**config.mk**
```make
export PLATFORM = sky130hd
export DESIGN_NAME = riscv_prog_harness
export DESIGN_NICKNAME = d
export VERILOG_FILES = /design/src/rtl/riscv_prog_harness.sv
export SDC_FILE = /design/constraint.sdc
export NUM_CORES = 1
export LEC_CHECK = 0
export CAP_MARGIN = 20
export CORE_MARGIN = 3
export CORE_UTILIZATION = 57
export CTS_BUF_LIST = sky130_fd_sc_hd__clkbuf_2
export CTS_CLUSTER_DIAMETER = 50
export DETAILED_ROUTE_END_ITERATION = 7
export PLACE_DENSITY = 0.9
export SETUP_SLACK_MARGIN = 0.4
export SKIP_CTS_REPAIR_TIMING = 1
export SKIP_LAST_GASP = 1
export SYNTH_ARGS = -nofsm -noshare
export SYNTH_HDL_FRONTEND = slang
export SYNTH_SLANG_ARGS = --single-unit
export TNS_END_PERCENT = 50
```
**constraint.sdc**
```tcl
create_clock -name clk1_i -period 5.28 [get_ports clk1_i]
set_input_delay 1.056 -clock clk1_i [delete_from_list [all_inputs] [get_ports clk1_i]]
set_output_delay 1.056 -clock clk1_i [all_outputs]
set_load 0.01 [all_outputs]
```
**src/rtl/riscv_prog_harness.sv**
```systemverilog
`timescale 1ns/1ps
// Run-and-check harness: streams a program into IMEM, runs the core until HLT or timeout,
// drains the pipeline, then compares selected registers against an expected-value table.
module riscv_prog_harness #(
  parameter int XLEN       = 32,
  parameter int IMEM_AW    = 6,
  parameter int NUM_CHECKS = 8,
  parameter int TIMEOUT    = 200,
  parameter int DRAIN      = 4,
  localparam int CIW       = (NUM_CHECKS > 1) ? $clog2(NUM_CHECKS) : 1
) (
  input  logic                clk1_i,
  input  logic                rst_i,
  input  logic                start_i,
  input  logic                ld_valid_i,
  output logic                ld_ready_o,
  input  logic [XLEN-1:0]     ld_data_i,
  input  logic                ld_last_i,
  input  logic                chk_we_i,
  input  logic [CIW-1:0]      chk_idx_i,
  input  logic                chk_en_i,
  input  logic [4:0]          chk_reg_i,
  input  logic [XLEN-1:0]     chk_val_i,
  output logic                imem_we_o,
  output logic [IMEM_AW-1:0]  imem_addr_o,
  output logic [XLEN-1:0]     imem_wdata_o,
  output logic                core_run_o,
  input  logic                core_halted_i,
  output logic [4:0]          reg_rd_addr_o,
  input  logic [XLEN-1:0]     reg_rd_data_i,
  output logic                done_o,
  output logic                pass_o,
  output logic                timeout_o,
  output logic                overflow_o,
  output logic [CIW-1:0]      fail_idx_o,
  output logic [15:0]         cycle_count_o
);

  localparam int DCW = (DRAIN > 1) ? $clog2(DRAIN) : 1;
  localparam logic [IMEM_AW-1:0] LAST_ADDR  = '1;
  localparam logic [15:0]        TO_LAST    = 16'(TIMEOUT - 1);
  localparam logic [DCW-1:0]     DRAIN_LAST = DCW'(DRAIN - 1);
  localparam logic [CIW-1:0]     LAST_CHK   = CIW'(NUM_CHECKS - 1);

  typedef enum logic [2:0] {
    S_IDLE, S_LOAD, S_RUN, S_DRAIN, S_CHECK, S_DONE
  } state_t;

  state_t              state_q;
  logic [IMEM_AW-1:0]  loadPtr_q;
  logic                loadEnd_q;
  logic                loadOvf_q;
  logic [DCW-1:0]      drainCnt_q;
  logic [CIW-1:0]      chkPos_q;
  logic                chkPhase_q;
  logic                ldReady_q;
  logic                imemWe_q;
  logic [IMEM_AW-1:0]  imemAddr_q;
  logic [XLEN-1:0]     imemWdata_q;
  logic                coreRun_q;
  logic [4:0]          regRdAddr_q;
  logic                done_q;
  logic                pass_q;
  logic                timeout_q;
  logic                overflow_q;
  logic [CIW-1:0]      failIdx_q;
  logic [15:0]         cycleCount_q;

  logic                chkEn_q  [NUM_CHECKS];
  logic [4:0]          chkReg_q [NUM_CHECKS];
  logic [XLEN-1:0]     chkVal_q [NUM_CHECKS];

  logic                idleOrDone;
  logic                transfer;
  logic [XLEN-1:0]     rdData;
  logic                entryFail;

  assign idleOrDone = (state_q == S_IDLE) || (state_q == S_DONE);
  assign transfer   = ld_valid_i && ldReady_q;
  // x0 is hardwired to zero, whatever the debug port returns
  assign rdData     = (regRdAddr_q == 5'd0) ? '0 : reg_rd_data_i;
  assign entryFail  = chkEn_q[chkPos_q] && (rdData != chkVal_q[chkPos_q]);

  always_ff @(posedge clk1_i) begin
    if (rst_i) begin
      for (int i = 0; i < NUM_CHECKS; i++) chkEn_q[i] <= 1'b0;
    end else if (chk_we_i && idleOrDone) begin
      chkEn_q[chk_idx_i]  <= chk_en_i;
      chkReg_q[chk_idx_i] <= chk_reg_i;
      chkVal_q[chk_idx_i] <= chk_val_i;
    end
  end

  always_ff @(posedge clk1_i) begin
    if (rst_i) begin
      state_q      <= S_IDLE;
      loadPtr_q    <= '0;
      loadEnd_q    <= 1'b0;
      loadOvf_q    <= 1'b0;
      drainCnt_q   <= '0;
      chkPos_q     <= '0;
      chkPhase_q   <= 1'b0;
      ldReady_q    <= 1'b0;
      imemWe_q     <= 1'b0;
      imemAddr_q   <= '0;
      imemWdata_q  <= '0;
      coreRun_q    <= 1'b0;
      regRdAddr_q  <= '0;
      done_q       <= 1'b0;
      pass_q       <= 1'b0;
      timeout_q    <= 1'b0;
      overflow_q   <= 1'b0;
      failIdx_q    <= '0;
      cycleCount_q <= '0;
    end else begin
      imemWe_q <= 1'b0;
      unique case (state_q)
        S_IDLE, S_DONE: begin
          if (start_i) begin
            done_q       <= 1'b0;
            pass_q       <= 1'b0;
            timeout_q    <= 1'b0;
            overflow_q   <= 1'b0;
            failIdx_q    <= '0;
            cycleCount_q <= '0;
            loadPtr_q    <= '0;
            loadEnd_q    <= 1'b0;
            loadOvf_q    <= 1'b0;
            ldReady_q    <= 1'b1;
            state_q      <= S_LOAD;
          end
        end
        S_LOAD: begin
          // loadEnd_q marks the cycle the final word is being written
          if (loadEnd_q) begin
            loadEnd_q <= 1'b0;
            if (loadOvf_q) begin
              overflow_q <= 1'b1;
              pass_q     <= 1'b0;
              done_q     <= 1'b1;
              state_q    <= S_DONE;
            end else begin
              coreRun_q <= 1'b1;
              state_q   <= S_RUN;
            end
          end else if (transfer) begin
            imemWe_q    <= 1'b1;
            imemAddr_q  <= loadPtr_q;
            imemWdata_q <= ld_data_i;
            loadPtr_q   <= loadPtr_q + 1'b1;
            if (ld_last_i || (loadPtr_q == LAST_ADDR)) begin
              ldReady_q <= 1'b0;
              loadEnd_q <= 1'b1;
              loadOvf_q <= !ld_last_i;
            end
          end
        end
        S_RUN: begin
          if (core_halted_i) begin
            drainCnt_q <= '0;
            state_q    <= S_DRAIN;
          end else begin
            if (cycleCount_q != 16'hFFFF) cycleCount_q <= cycleCount_q + 16'd1;
            if (cycleCount_q == TO_LAST) begin
              timeout_q <= 1'b1;
              pass_q    <= 1'b0;
              coreRun_q <= 1'b0;
              done_q    <= 1'b1;
              state_q   <= S_DONE;
            end
          end
        end
        S_DRAIN: begin
          if (drainCnt_q == DRAIN_LAST) begin
            coreRun_q   <= 1'b0;
            chkPos_q    <= '0;
            chkPhase_q  <= 1'b0;
            regRdAddr_q <= chkReg_q[0];
            state_q     <= S_CHECK;
          end else begin
            drainCnt_q <= drainCnt_q + 1'b1;
          end
        end
        S_CHECK: begin
          // phase 0 presents the address, phase 1 compares the returned data
          if (!chkPhase_q) begin
            chkPhase_q <= 1'b1;
          end else if (entryFail) begin
            failIdx_q <= chkPos_q;
            pass_q    <= 1'b0;
            done_q    <= 1'b1;
            state_q   <= S_DONE;
          end else if (chkPos_q == LAST_CHK) begin
            pass_q  <= 1'b1;
            done_q  <= 1'b1;
            state_q <= S_DONE;
          end else begin
            chkPos_q    <= chkPos_q + 1'b1;
            chkPhase_q  <= 1'b0;
            regRdAddr_q <= chkReg_q[chkPos_q + 1'b1];
          end
        end
        default: state_q <= S_IDLE;
      endcase
    end
  end

  assign ld_ready_o    = ldReady_q;
  assign imem_we_o     = imemWe_q;
  assign imem_addr_o   = imemAddr_q;
  assign imem_wdata_o  = imemWdata_q;
  assign core_run_o    = coreRun_q;
  assign reg_rd_addr_o = regRdAddr_q;
  assign done_o        = done_q;
  assign pass_o        = pass_q;
  assign timeout_o     = timeout_q;
  assign overflow_o    = overflow_q;
  assign fail_idx_o    = failIdx_q;
  assign cycle_count_o = cycleCount_q;

endmodule

```
; Word level (Yosys, flattened, before mapping)
; Memories as Yosys holds them, arrays and structs flattened. A register that Yosys moved wholly into a read port is not among the register bits.
; Cells that the tools add are included.
[totals]
ram_bits = 304
memories = 3
reg_bits = 86
[mem_list]
columns = memory, depth, word_bits, rd, rd_clocked_by_memory_dff, write_ports, line
row1 = chkVal_q, 8, 32, 1, 1, 1, 71  ; logic [XLEN-1:0] chkVal_q [NUM_CHECKS];
row2 = chkReg_q, 8, 5, 2, 0, 1, 70  ; logic [4:0] chkReg_q [NUM_CHECKS];
row3 = chkEn_q, 8, 1, 1, 1, 8, 69  ; logic chkEn_q [NUM_CHECKS];
[classes]
muxes = 88
n_reduce_logical = 32
n_eq_ne = 30
bitwise_logic = 2
addsub = 4
[ops]
columns = cell, n
row1 = $mux W3, 21
row2 = $mux W16, 3
row3 = $mux W1, 38
row4 = $ne A2 B2 Y1 const B, 17
row5 = $mux W32, 1
row6 = $ne A32 B32 Y1, 1
row7 = $pmux W16 S2, 1
row8 = $mux W5, 4
row9 = $reduce_and A4 Y1, 5
row10 = $mux W6, 3
row11 = $add A16 B1 Y16 const B, 1
row12 = $eq A16 B8 Y1 const B, 1
row13 = $ne A16 B16 Y1 const B, 1
row14 = $pmux W3 S5, 1
row15 = $pmux W1 S2, 6
row16 = $pmux W3 S2, 2
row17 = $pmux W6 S2, 1
row18 = $reduce_and A6 Y1, 2
row19 = $pmux W5 S2, 1
row20 = $reduce_and A5 Y1, 2
row21 = $reduce_bool A2 Y1, 5
row22 = $eq A3 B3 Y1 const B, 3
row23 = $pmux W1 S4, 2
row24 = $reduce_and A8 Y1, 1
row25 = 24 further kinds, 33

; Longest topological paths before layout
[depth]
ltp_word = 9
ltp_mapped = 15
depth_no_buf = 10

; Worst setup path before layout
; No wires, ideal clock.
[synth_timing]
kind = input to register
start = in rst_i
end = mem chkEn_q[0], enable pin
setup_slack_ns = 0.615
stages = 4
t_arrival_ns = 4.362
path_buffers = 0
t_required_ns = 4.977
setup_time_ns = 0.303
path_cell_list = and3b_1 nand2b_1 nor3_1 or2_2
[synth_lines]
columns = item, line
row1 = start: declaration, 13  ; input logic rst_i,
row2 = end: declaration, 69

==> out/summary.md <==
Sorting the synthesized cells by area gives the leading types as sky130_fd_sc_hd__edfxtp_1 (57%), sky130_fd_sc_hd__dfxtp_1 (11%), sky130_fd_sc_hd__mux4_2 (8.0%). In this run, distinct cell masters in the synthesized netlist total 57. For this block, the initial DRC count from the detailed router was 1171.

Area enclosed by the die boundary: 30300 sq um. After synthesis the cells add up to 16100 sq um. Setup violations remaining at the end of the flow were counted as 0. In this run the power spent charging and discharging nets is 1.63 mW. Counting instances, the worst hold path has a depth of 2. In the synthesized netlist the dominant register cell turns out to be sky130_fd_sc_hd__edfxtp_1. The core region is 27400 sq um. Measured along the x axis, the die boundary spans 174 um. The tightest hold margin came out at 0.458 ns. The internal power contribution is 4.60 mW.

The static power due to leakage was 6.27 nW. The first TritonRoute pass finished after 7 iterations. The worst-case reg-to-reg path depth is 10. The relative area change from synthesis to final layout is 19.3%. The worst register-to-register path has a setup slack of 1.03 ns.

The path class of the lowest-slack min-delay path was register to register. The worst setup path is captured at a register. Counting flops with an async set or reset pin after synthesis yields a share of 0%.

The clock drives 393 sinks. Number of input and output port buffers inserted: 180. The tree is rooted in a sky130_fd_sc_hd__clkbuf_2. Number of failing hold endpoints at the final stage: 0. The logs give 58.8% for the initial cell density of the core and 0 for the number of max-slew violations in the final report. Wire length per cell after detailed routing: 21.0 um.

Across the VDD grid, the largest voltage drop is 0.202 mV. The tools report the site row count as 60. Routability-driven placement finished with a final weighted congestion of 0.824. The end of the worst register-to-register path is chkPos_q[0]$_SDFFE_PP0P_. The die boundary height came out at 174 um. Averaged over all synthesized cells, the footprint is 15.0 sq um. The number of nets with antenna violations after detailed routing is 0. TritonCTS built the clock tree. The max capacitance violation total was 0; the total global routing overflow was 0. Setup repair after global routing left no endpoint under its margin. In this run the deepest clock path goes through 3 buffers.

The run finished with clean final reports. In the routed layout, each cell is associated on average with a via count of 5.96. The proportion of power drawn by combinational gates came out at 11.3%. The leading cell type in the layout, fill and taps excluded was sky130_fd_sc_hd__edfxtp_1. The worst setup path is launched from a register.

In this run the tightest slew margin relative to its limit is 26.9%. The first global-routing pass estimated 57000 um of wire. The library cells used most frequently in the layout, excluding fill and tap cells, are sky130_fd_sc_hd__edfxtp_1 (304), sky130_fd_sc_hd__clkdlybuf4s50_1 (179), sky130_fd_sc_hd__clkbuf_2 (134). The tools report the wire length reported by the detailed router as 36900 um.

Of the total power, registers draw 56.4%. For the worst setup path, the data arrival time is 4.96 ns. The share of post-route cells with drive strength above 1 came out at 18.5%. The cell count after synthesis came out at 1077. The net count of the finished layout is 1435. Along the worst path, the maximum fanout reaches 35. For the number of global-route vias before repair, the log shows 10.5k.

The tools report the clock share of power as 32.3%. The run gives 23500 um as the HPWL after detailed placement. Number of H-tree levels: 3. The transition at the pin with the smallest max-transition slack works out to 1.09 ns. The critical path capture point was chkPos_q[0]$_SDFFE_PP0P_.

For this run, design rule violations remaining after detail routing come to 0. Timing would allow up to 235 MHz. The share of the synthesized area in the top cell type is 56.6%, and the post-synthesis net count is 1194.

The largest total area in the synthesized netlist belongs to sky130_fd_sc_hd__edfxtp_1. For the worst path required time, the log shows 5.99 ns. Power spread over the standard cell area amounts to 324 nW/um^2. Clock tree synthesis inserted a total of 93 buffers. The logs give 181 for the top-level I/O count and 0.94 ns for the latest clock arrival within the worst-skew pair. The fraction of power spent switching nets was 26.2%.

The final critical path takes up 80.4% of the cycle. The synthesized design contains 393 register bits. The worst path needs 4.25 ns of the cycle, external delays included. The worst setup path is of the register to register kind.

The clock-pin slew of the registers on the worst-case setup and hold paths works out to 0.09 ns. The sequential cell area fraction in the yosys report was 67.7%. Detailed routing inserted a total of 10.5k vias.

Yosys mapped a number of flops with a built-in enable equal to 304. The logs give 0 for the number of warnings issued by yosys and 0 ns for the total negative slack for setup checks. The largest net degree at the start of global routing is 78, and the number of antenna violations at the first check in global routing is 4.

Global routing consumed, over all layers together, 24.1% of the routing resources. The tools report the post-route clock skew as 0.0925 ns.
-- cells by family after synthesis --
kind of cell,Yosys count,share of synthesized area (%)
compound gates,142,5.30
xor+xnor,32,1.74
fa+ha+maj,5,0.388
buf+inv,68,1.99
flops,393,67.7
mux,131,13.9
simple gates,306,9.03
-- flip-flops by register name (all words and copies together), names as in the netlist, 2 cells and up, named ones only --
register       flops
chkReg_q          40
chkPos_q           3
chkEn_q            8
chkVal_q         256
fail_idx_o         3
reg_rd_addr_o      5
state_q            3
imem_wdata_o      32
loadPtr_q          6
drainCnt_q         2
imem_addr_o        6
cycle_count_o     16
-- worst min path at each step --
stage	startpoint	to	slack, ns
global placement	imem_wdata_o[15]$_SDFFE_PP0P_	imem_wdata_o[15]$_SDFFE_PP0P_	0.44
detailed placement	imem_wdata_o[16]$_SDFFE_PP0P_	imem_wdata_o[16]$_SDFFE_PP0P_	0.45
CTS	imem_wdata_o[20]$_SDFFE_PP0P_	imem_wdata_o[20]$_SDFFE_PP0P_	0.46
global route	imem_wdata_o[22]$_SDFFE_PP0P_	imem_wdata_o[22]$_SDFFE_PP0P_	0.48
finish	imem_wdata_o[20]$_SDFFE_PP0P_	imem_wdata_o[20]$_SDFFE_PP0P_	0.46
floorplan	loadPtr_q[5]$_SDFFE_PP0P_	imem_addr_o[5]$_SDFFE_PP0P_	0.45
-- layer usage --
metal	wire [um]	vias up	GRT usage, %
met5	22	-	0
met4	1200	4	10.1
met3	3130	106	5.99
met2	18400	578	40.6
met1	14100	5114	30.1
li1	-	4655	-
-- area by class of cell --
cell class,instances,area (sq um)
flip-flops and latches,393,10900
fillers,1734,8170
multi-input cells,616,4940
repair buffers,199,1960
clock buffers,134,671
well taps,372,465
clock inverters,24,208
inverters,15,56.3
diodes,3,7.51
-- synth_stat cells (12+ instances only) --
| cell | count |
|---|---|
| sky130_fd_sc_hd__xnor2_1 | 14 |
| sky130_fd_sc_hd__buf_2 | 18 |
| sky130_fd_sc_hd__nor2_1 | 69 |
| sky130_fd_sc_hd__dfxtp_1 | 89 |
| sky130_fd_sc_hd__nand3_1 | 23 |
| sky130_fd_sc_hd__nand2b_1 | 12 |
| sky130_fd_sc_hd__mux4_2 | 57 |
| sky130_fd_sc_hd__inv_1 | 15 |
| sky130_fd_sc_hd__xor2_1 | 18 |
| sky130_fd_sc_hd__o21ai_0 | 23 |
| sky130_fd_sc_hd__edfxtp_1 | 304 |
| sky130_fd_sc_hd__a21oi_1 | 64 |
| sky130_fd_sc_hd__nand2_1 | 122 |
| sky130_fd_sc_hd__mux2i_1 | 57 |
| sky130_fd_sc_hd__clkbuf_1 | 29 |
-- through the flow --
step	util [%]	worst slack (ns)	instances	cell area [sq um]	total power, mW
after detailed placement	66.9	1.06	1595	18300	4.28
after global routing	70.2	0.710	1755	19200	6.51
final	70.2	1.03	1756	19200	6.23
after floorplan	-	0.615	1077	16100	3.96
after CTS	70.2	1.06	1753	19200	6.27
after global placement	66.9	1.10	1594	18300	4.25
-- critical path, stage by stage (launching register included) --
cell and delay, ns:
sky130_fd_sc_hd__dfxtp_4 0.76, sky130_fd_sc_hd__mux4_1 0.70, sky130_fd_sc_hd__mux2i_1 0.32, sky130_fd_sc_hd__nand2_1 0.09, sky130_fd_sc_hd__o41ai_1 0.33, sky130_fd_sc_hd__o22ai_1 0.14
sky130_fd_sc_hd__or4_4 0.54, sky130_fd_sc_hd__nor4b_4 0.32, sky130_fd_sc_hd__o21ba_1 0.49, sky130_fd_sc_hd__mux2i_1 0.31, sky130_fd_sc_hd__nor2_1 0.07
-- power groups by stage --
stage | clock [mW] | combinational (mW) | sequential, mW
floorplan | 0 | 0.400 | 3.57
global route | 2.22 | 0.764 | 3.53
global placement | 0 | 0.667 | 3.58
CTS | 2.06 | 0.700 | 3.52
finish | 2.01 | 0.705 | 3.52
detailed placement | 0 | 0.695 | 3.59
No activity file was read; power rests on OpenSTA's default activity.
